--- src/rtl/morse_key_sequencer.sv ---
// Morse key front-end: synchronizer, debouncer, dot/dash timing, letter build, commit strobe and hold window.
// Optional word-space emission after a long idle is compiled in when SPACE_EN is defined.
module morse_key_sequencer #(
  parameter int CNT_W    = 27,
  parameter int DEBOUNCE = 500_000,
  parameter int DASH_CYC = 30_000_000,
  parameter int GAP_CYC  = 80_000_000,
  parameter int HOLD_CYC = 1_000_100,
  parameter int WORD_CYC = 200_000_000
) (
  input  logic       clk,
  input  logic       rst_n,
  input  logic       key,
  input  logic       clr,
  output logic [4:0] led_morse,
  output logic [2:0] led_cnt,
  output logic       trans,
  output logic       busy,
  output logic       err
);
`ifdef SPACE_EN
  // The word timeout can exceed a CNT_W-bit count, so the shared counter is widened to reach it.
  localparam int WORD_W = $clog2(WORD_CYC + 1);
  localparam int CW     = (WORD_W > CNT_W) ? WORD_W : CNT_W;
  localparam logic [CW-1:0] WORD_LIM = CW'(WORD_CYC - 1);
`else
  localparam int CW = CNT_W;
`endif
  localparam logic [CW-1:0] DB_LIM   = CW'(DEBOUNCE - 1);
  localparam logic [CW-1:0] DASH_LIM = CW'(DASH_CYC);
  localparam logic [CW-1:0] GAP_LIM  = CW'(GAP_CYC - 1);
  localparam logic [CW-1:0] HOLD_LIM = CW'(HOLD_CYC - 1);

  typedef enum logic [2:0] {IDLE, PRESS, GAP, COMMIT, HOLD} state_t;
  state_t state, state_next;

  logic          sync1, sync2, kd, kd_d;
  logic [CW-1:0] db_cnt, cnt;
  logic          rise, fall, symbol, clr_act, counting;
`ifdef SPACE_EN
  logic          space_armed;
`endif

  always_ff @(posedge clk or negedge rst_n) begin
    if (!rst_n) begin
      sync1 <= 1'b0;
      sync2 <= 1'b0;
    end else begin
      sync1 <= key;
      sync2 <= sync1;
    end
  end

  // kd follows sync2 only after DEBOUNCE consecutive samples that disagree with it.
  always_ff @(posedge clk or negedge rst_n) begin
    if (!rst_n) begin
      db_cnt <= '0;
      kd     <= 1'b0;
      kd_d   <= 1'b0;
    end else begin
      kd_d <= kd;
      if (sync2 == kd) begin
        db_cnt <= '0;
      end else if (db_cnt == DB_LIM) begin
        kd     <= sync2;
        db_cnt <= '0;
      end else begin
        db_cnt <= db_cnt + CW'(1);
      end
    end
  end

  assign rise    = kd & ~kd_d;
  assign fall    = ~kd & kd_d;
  assign symbol  = (cnt >= DASH_LIM);
  assign clr_act = clr && ((state == IDLE) || (state == PRESS) || (state == GAP));

  always_ff @(posedge clk or negedge rst_n) begin
    if (!rst_n) state <= IDLE;
    else        state <= state_next;
  end

  always_comb begin
    state_next = state;
    case (state)
      IDLE: begin
        if (clr) state_next = IDLE;
        else if (rise) state_next = PRESS;
`ifdef SPACE_EN
        else if (space_armed && (cnt == WORD_LIM)) state_next = COMMIT;
`endif
      end
      PRESS: begin
        if (clr) state_next = IDLE;
        else if (fall) state_next = (led_cnt == 3'd5) ? IDLE : GAP;
      end
      GAP: begin
        if (clr) state_next = IDLE;
        else if (rise) state_next = PRESS;
        else if (cnt == GAP_LIM) state_next = COMMIT;
      end
      COMMIT: state_next = HOLD;
      HOLD: if (cnt == HOLD_LIM) state_next = IDLE;
      default: state_next = IDLE;
    endcase
  end

  always_comb begin
    counting = (state == PRESS) || (state == GAP) || (state == HOLD);
`ifdef SPACE_EN
    if ((state == IDLE) && space_armed) counting = 1'b1;
`endif
  end

  // Every state change restarts the shared counter; it saturates instead of wrapping.
  always_ff @(posedge clk or negedge rst_n) begin
    if (!rst_n) begin
      cnt       <= '0;
      led_morse <= '0;
      led_cnt   <= '0;
    end else begin
      if (clr_act || (state_next != state)) cnt <= '0;
      else if (counting && !(&cnt)) cnt <= cnt + CW'(1);

      if (clr_act) begin
        led_morse <= '0;
        led_cnt   <= '0;
      end else if ((state == PRESS) && fall) begin
        if (led_cnt == 3'd5) begin
          led_morse <= '0;
          led_cnt   <= '0;
        end else begin
          led_morse <= {led_morse[3:0], symbol};
          led_cnt   <= led_cnt + 3'd1;
        end
      end else if ((state == HOLD) && (cnt == HOLD_LIM)) begin
        led_morse <= '0;
        led_cnt   <= '0;
      end
    end
  end

`ifdef SPACE_EN
  // A letter commit arms one space; the space commit (led_cnt==0) disarms it.
  always_ff @(posedge clk or negedge rst_n) begin
    if (!rst_n)               space_armed <= 1'b0;
    else if (state == COMMIT) space_armed <= (led_cnt != 3'd0);
  end
`endif

  always_comb begin
    trans = (state == COMMIT);
    busy  = (state == COMMIT) || (state == HOLD);
    err   = (state == PRESS) && fall && !clr_act && (led_cnt == 3'd5);
  end

endmodule

--- config.mk ---
export PLATFORM = sky130hd
export DESIGN_NAME = morse_key_sequencer
export DESIGN_NICKNAME = d
export VERILOG_FILES = /design/src/rtl/morse_key_sequencer.sv
export SDC_FILE = /design/constraint.sdc
export NUM_CORES = 1
export LEC_CHECK = 0
export CORE_MARGIN = 2
export CORE_UTILIZATION = 45
export CTS_BUF_LIST = sky130_fd_sc_hd__clkbuf_8
export DETAILED_ROUTE_END_ITERATION = 10
export RECOVER_POWER = 25
export SYNTH_ARGS = -nofsm -noshare
export SYNTH_HDL_FRONTEND = slang
export SYNTH_SLANG_ARGS = --single-unit
--- constraint.sdc ---
create_clock -name clk -period 2.64 [get_ports clk]
set_input_delay 0.66 -clock clk [delete_from_list [all_inputs] [get_ports clk]]
set_output_delay 0.66 -clock clk [all_outputs]
set_load 0.005 [all_outputs]
==> results_dict.tcl <==
set metrics [dict create \
    cts_buffer_depth 2 \
    status "finished, final reports clean" \
    antennaDiodeCount 0 \
    max-cap-violations 0 \
    seq_area_frac_synth 0.4778 \
    hpwl_microns 4867 \
    tightest_slew_ps 1193 \
    post_dp_cell_area_sq_um 3867 \
    rsz0062_at_grt "no" \
    regArea_sq_um 1727 \
    min_from "sync1" \
    syn_avg_cell_area_sq_um 9.435 \
    yosysTopAreaCell "dfrtp_1" \
    use_met1 0.2581 \
    die_h_microns 93.61 \
    synth_edf_count 0 \
    synth_cells 383 \
    grt-ovfl-total 0 \
    hold_path_class "reg2reg" \
    met2_usage 0.2746 \
    place_congestion 0.8551 \
    cts_buffers 9 \
    synth_nets 390 \
    rrSetupSlack_ps 420 \
    grt_pass1_wl_microns 12650 \
    crit_path_end_kind "output pin" \
    drtIter0Drc 145 \
    async_flop_share 1.000 \
    final_cell_area_sq_um 4085 \
    grtUsageMet3 0.03223 \
    required_ps 1980 \
    timing.slew.headroom 0.2045 \
    powerDensity_nw_per_um2 529.8 \
    area_growth_syn_to_layout_pct 13.05 \
    setup_viol 0 \
    drv_slew 0 \
    fin_util 0.5259 \
    cts.clk_slew.worst_paths_ps 80 \
    drive_above_1_share 0.08621 \
    grt_pass1_vias 2659 \
    multi_input_area_sq_um 1789 \
    synth_flop_cell "dfrtp_1" \
    vias_per_cell 5.354 \
    die_x_microns 93.61 \
    root_buffer "clkbuf_8" \
    port_buffers 14 \
    r2r_cells 7 \
    ys_types 47 \
    core_sq_um 7767 \
    layout_min_cycle_time_ps 2543 \
    h-tree-depth 3 \
    cts_hold_buf 0 \
    preCtsSetupSlack_ps 111.7 \
    dp.cells 492 \
    busiest_layer "met2" \
    grt_antenna_before_repair 0 \
    grt_max_degree 49 \
    synth_common_cells "nor2_1, dfrtp_1, xor2_1" \
    hold_viol 0 \
    dieArea_sq_um 8763 \
    dr.pass1.iters 4 \
    fin_tns_setup_ps 0 \
    clk_latency_ps 350 \
    grt_use_total 0.1814 \
    whs_path_depth 0 \
    fin_skew_ps 15.52 \
    path_class "in2out" \
    synth.most_common_cell "nor2_1" \
    synth_top_cells_by_area "dfrtp_1, xor2_1, nor2_1" \
    fmax_mhz 393.2 \
    cp_max_fo 2 \
    fin_nets 408 \
    placementRows 32 \
    cp_data_arrival_time_ps 1880 \
    fill_cells 739 \
    synth_area_sq_um 3613 \
    wl_per_cell_microns 13.92 \
    postRouteAntennaNets 0 \
    vias 2720 \
    drc 0 \
    ys_ff_latch 69 \
    cts_sinks 69 \
    wl_microns 7072 \
    r2r-end "cnt[8]" \
    layout.cells.non_filler 508 \
    synth_top_area_share 0.4778 \
    cts_tree "done" \
    fin_ws_ps 96.89 \
    vdd_drop_max_mv 0.3591 \
    min_to "sync2" \
    start_kind "input port" \
    initial_core_util 0.4652 \
    pin_count 15 \
    r2r-start "cnt[0]" \
    yosys_warnings 0 \
    power_leakage_nw 1.756 \
    timing.final.crit_share 0.9633 \
]
==> power by group <==
group          internal [W]  total (W)  switching (W)
registers           0.00107    0.00108      0.0000113
logic             0.0000268  0.0000909      0.0000640
clock network      0.000566   0.000997       0.000431
total               0.00166    0.00216       0.000506
==> kinds of logic (layout without fill, tap and decap cells) <==
group	Yosys count	after routing	share of synthesized area
AOI/OAI and AO/OA	34	34	0.07030
xor gates and xnor gates	50	50	0.1212
adders and majority gates	3	3	0.01039
buffers and inverters	21	44	0.02770
DFF	69	69	0.4778
muxes	1	1	0.003116
and+or+nand+nor	205	205	0.2895
==> critical path, stage by stage <==
cell	delay (ps)
clkdlybuf4s50_1	420
nor2_1	130
nand2_1	80
nor2_1	90
clkdlybuf4s50_1	500
==> worst max path at each step <==
stage | startpoint | to | slack, ps | cells after the start
floorplan | db_cnt[0] | db_cnt[18] | 780 | 9
global placement | clr | err | 110 | 5
detailed placement | clr | err | 110 | 5
CTS | kd | err | 60 | 5
global route | rst_n | cnt[0] | 10 | 2
finish | clr | err | 100 | 5
==> layout by cell type (no fill, tap or decap), drive strengths merged, types with 3 or more instances in the layout <==
master         synthesis  layout
nor2                  76      76
dfrtp                 69      69
xor2                  35      35
nand2                 33      33
nand3                 27      27
nand4                 16      16
xnor2                 15      15
and3                  13      13
clkdlybuf4s50          0      12
clkbuf                 2      11
nor3                  10      10
o21ai                 10      10
inv                    7       9
buf                   12       7
nor4                   7       7
and4                   6       6
a22o                   5       5
and2                   4       4
a21oi                  4       4
a41oi                  4       4
nor4b                  3       3
o31ai                  3       3
ha                     3       3
==> sequential cells by signal, indices dropped and copies added (netlist names) <==
signal	flops
sync2	1
led_morse	5
kd_d	1
cnt	27
db_cnt	27
led_cnt	3
state	3
kd	1
sync1	1
==> cell type report <==
type / count / area share
tap: 102 / 0.03124
clock buffer: 10 / 0.03369
timing repair buffer: 21 / 0.04502
inverter: 7 / 0.006432
sequential: 69 / 0.4227
clock inverter: 6 / 0.02297
multi-input combinational: 293 / 0.4380
==> layer usage <==
metal / wire [microns] / up-vias
li1: - / 1363
met2: 3150 / 39
met3: 255 / 9
met4: 126 / 0
met5: 0 / -
met1: 3540 / 1309
==> what timing repair did <==
action                                  4_1_cts  5_1_grt
resized for setup                             0        1
endpoints found under the setup margin        0        1
setup buffers                                 0        0
==> through the flow <==
step | hold WS (ps) | total power, W
after floorplan | 331.2 | 0.001147
after global placement | 337.5 | 0.001193
after global routing | 380.1 | 0.002259
final | 368.6 | 0.002164
after CTS | 289.3 | 0.002203
after detailed placement | 344.8 | 0.001195
(Power assumes the default switching activity.)
==> RTL edit, RTL diff (same settings) <==
`CNT_W`: 27 -> 31.
--- a/src/rtl/morse_key_sequencer.sv
+++ b/src/rtl/morse_key_sequencer.sv
@@ -2,5 +2,5 @@
 // Optional word-space emission after a long idle is compiled in when SPACE_EN is defined.
 module morse_key_sequencer #(
-  parameter int CNT_W    = 27,
+  parameter int CNT_W    = 31,
   parameter int DEBOUNCE = 500_000,
   parameter int DASH_CYC = 30_000_000,
Formal check against the unedited RTL: same outputs for any inputs over 10 cycles, from zero or initial values and one cycle with rst_n low; that may be too few to reach the edited logic, so the function may still have changed.
==> RTL edit against the unedited design <==
  * Worst setup slack worse by 37 ps
  * Sequential cell count increased by 8
  * Sequential power grew 10%
  * Final area is 12% higher
  * Power fell by 0.66%
  * Fmax is 1.4% lower
  * Utilization down 0.085 points
  * Clock power is 10% lower
  * Critical path depth down 1
  * Non-clock buffer count up 7
  * Die area rose by 11%
  * Synthesized area rose by 11%
  * Synthesized cell count is 10% higher
  * Routed wire length rose by 18%
==> RTL edit: results (changes against the unedited design) <==
* Initial antenna violation count at 0 (unchanged)
* ANT cells at 0 (unchanged)
* Placed cell count at 543 (+10%)
* Hold/Removal Path Class: reg -> reg
* Root buffer cell: clkbuf_8
* Post-Synthesis Cells at 422 (+10%)
* CP top delay family: buffers and inverters
* Synth Warn # at 0 (unchanged)
* Drt via density at 5.59 (+4.4%)
* Number of H-tree levels at 3 (unchanged)
* Sequential-to-total area share from yosys stat at 48.0% (+0.19 points)
* Worst Setup SP: clr
* Max_cap viols at 0 (unchanged)
* Wire per inst at 15.0 um (+7.4%)
* Setup bufs post-CTS at 0 (unchanged)
* Pin count of the biggest net entering global routing at 46 (-6.1%)
* Syn_nets at 429 (+10%)
* GRT Util Overall at 18.7% (+0.60 points)
* Fmax at 388 MHz (-1.4%)
* Crit-path max cell delay at 530 ps (+30 ps)
* Nets at 453 (+11%)
* Leakage at 0.00193 uW (+10%)
* Max FO, Critical Path at 2 (unchanged)
* Synth top cells by count: nor2_1, dfrtp_1, xor2_1
* Reg-to-reg slack, setup at 330 ps (-90 ps)
* Layout cell share with drive strength beyond 1 at 10.2% (+1.6 points)
* Slew @ Worst Pin at 1160 ps (-35.3 ps)
* GPL Wtd Cong at 0.841 (-1.7%)
* Setup TNS at 0 ps (unchanged)
* Hold WS at 357 ps (-11.9 ps)
* Max IR drop VDD at 0.000282 V (-21%)
* Clk slew on worst S/H paths at 90 ps
* IO Port Bufs at 14 (unchanged)
* Status: completed
* Iteration-0 DRC Markers at 134 (-7.6%)
* Synth cell types at 51 (+8.5%)
* Vias in the first global route at 3070 (+15%)
* Layout Skew at 19.1 ps (+3.63 ps)
* Num CTS Buffers at 9 (unchanged)
* R2R Path Start: cnt[4]
* Final Non-Filler Cells at 559 (+10%)
* Worst EP arrival at 1920 ps (+40 ps)
* Largest registers: cnt: 31 flops, db_cnt: 31 flops, led_morse: 5 flops
* CP max-delay cell: or4_4
* Ys async rst share at 100% (unchanged)
* Post-DP HPWL at 5710 um (+17%)
* Clock latency at the later pin of the worst-skew pair at 350 ps (about the same)
* Dpl ws at -227 ps (-339 ps)
* DR pass1 iterations at 4 (unchanged)
* Max clock buf depth at 2 (unchanged)
* Largest cells by area after synthesis: dfrtp_1, xor2_1, nor2_1, xnor2_1, nand3_1
* Hold wc startpoint: sync1
* First-pass GRT wire length at 14800 um (+17%)
-- RTL edit: changes by cell type after synthesis, moves of 6 or more --
| cell | unedited run | this run |
|---|---|---|
| dfrtp_1 | 69 | 77 |
| xnor2_1 | 15 | 23 |
| nand2_1 | 33 | 25 |
| clkbuf_1 | 2 | 8 |
-- RTL edit: worst reg2reg max path: cells and delay by family, from the launching register on --
family | cells | cell delay [ps]
AOI/OAI and AO/OA | 1 | 300
xor gates and xnor gates | 1 | 170
buffers and inverters | 1 | 250
DFF | 1 | 440
and+or+nand+nor | 4 | 1050
-- RTL edit: repair_timing --
| action | in CTS | in global routing |
|---|---|---|
| resized for setup | 2 | 2 |
| setup endpoints to repair | 1 | 19 |
| hold endpoints to repair | 0 | 0 |
-- RTL edit: where the power goes --
group / switching, uW / leakage (uW) / internal, uW
Clock: 456 / 0.0000960 / 440
Sequential: 3.78 / 0.00107 / 1180
Combinational: 47.7 / 0.000767 / 18.7
Total: 508 / 0.00193 / 1640
-- RTL edit: layout make-up --
| class | instances | area, um^2 |
|---|---|---|
| Clock buffer | 9 | 124 |
| Timing Repair Buffer | 28 | 264 |
| Tap cell | 108 | 135 |
| Fill cell | 852 | 4120 |
| Inverter | 9 | 33.8 |
| Clock inverter | 7 | 72.6 |
| Sequential cell | 77 | 1930 |
| Multi-Input combinational cell | 321 | 2000 |
-- RTL edit: cells by family (layout without fill, tap and decap cells) --
| group | Yosys count | in the layout | synth area share [%] |
|---|---|---|---|
| compound gates | 32 | 32 | 5.70 |
| xor+xnor | 59 | 59 | 12.9 |
| fa+ha+maj | 3 | 3 | 0.935 |
| buf+inv | 24 | 53 | 2.59 |
| flops | 77 | 77 | 48.0 |
| mux | 2 | 2 | 0.530 |
| simple gates | 225 | 225 | 29.4 |
-- RTL edit: per-stage QoR --
step	power, uW	cell area (um^2)
2_1_floorplan	1240	4020
3_3_place_gp	1280	4350
3_5_place_dp	1280	4350
4_1_cts	2180	4550
5_1_grt	2240	4560
6_report	2150	4560
-- RTL edit: layer usage --
metal | wire length [um] | vias up | global-route usage, % | part of all wire, %
li1 | - | 1526 | - | -
met4 | 110 | 0 | 7.59 | 1.3
met1 | 4190 | 1533 | 26.9 | 50
met5 | 0 | - | 0 | 0
met3 | 313 | 9 | 3.26 | 3.7
met2 | 3740 | 57 | 28.3 | 45
-- RTL edit: final timing paths --
kind | endpoint | cells after the start
worst max-delay path | err | 4
worst min-delay path | sync2 | 0
worst max register to register | cnt[6] | 7
worst min register to register | sync2 | 0
max in group asynchronous | cnt[1] | 2
min in group asynchronous | led_morse[4] | 1
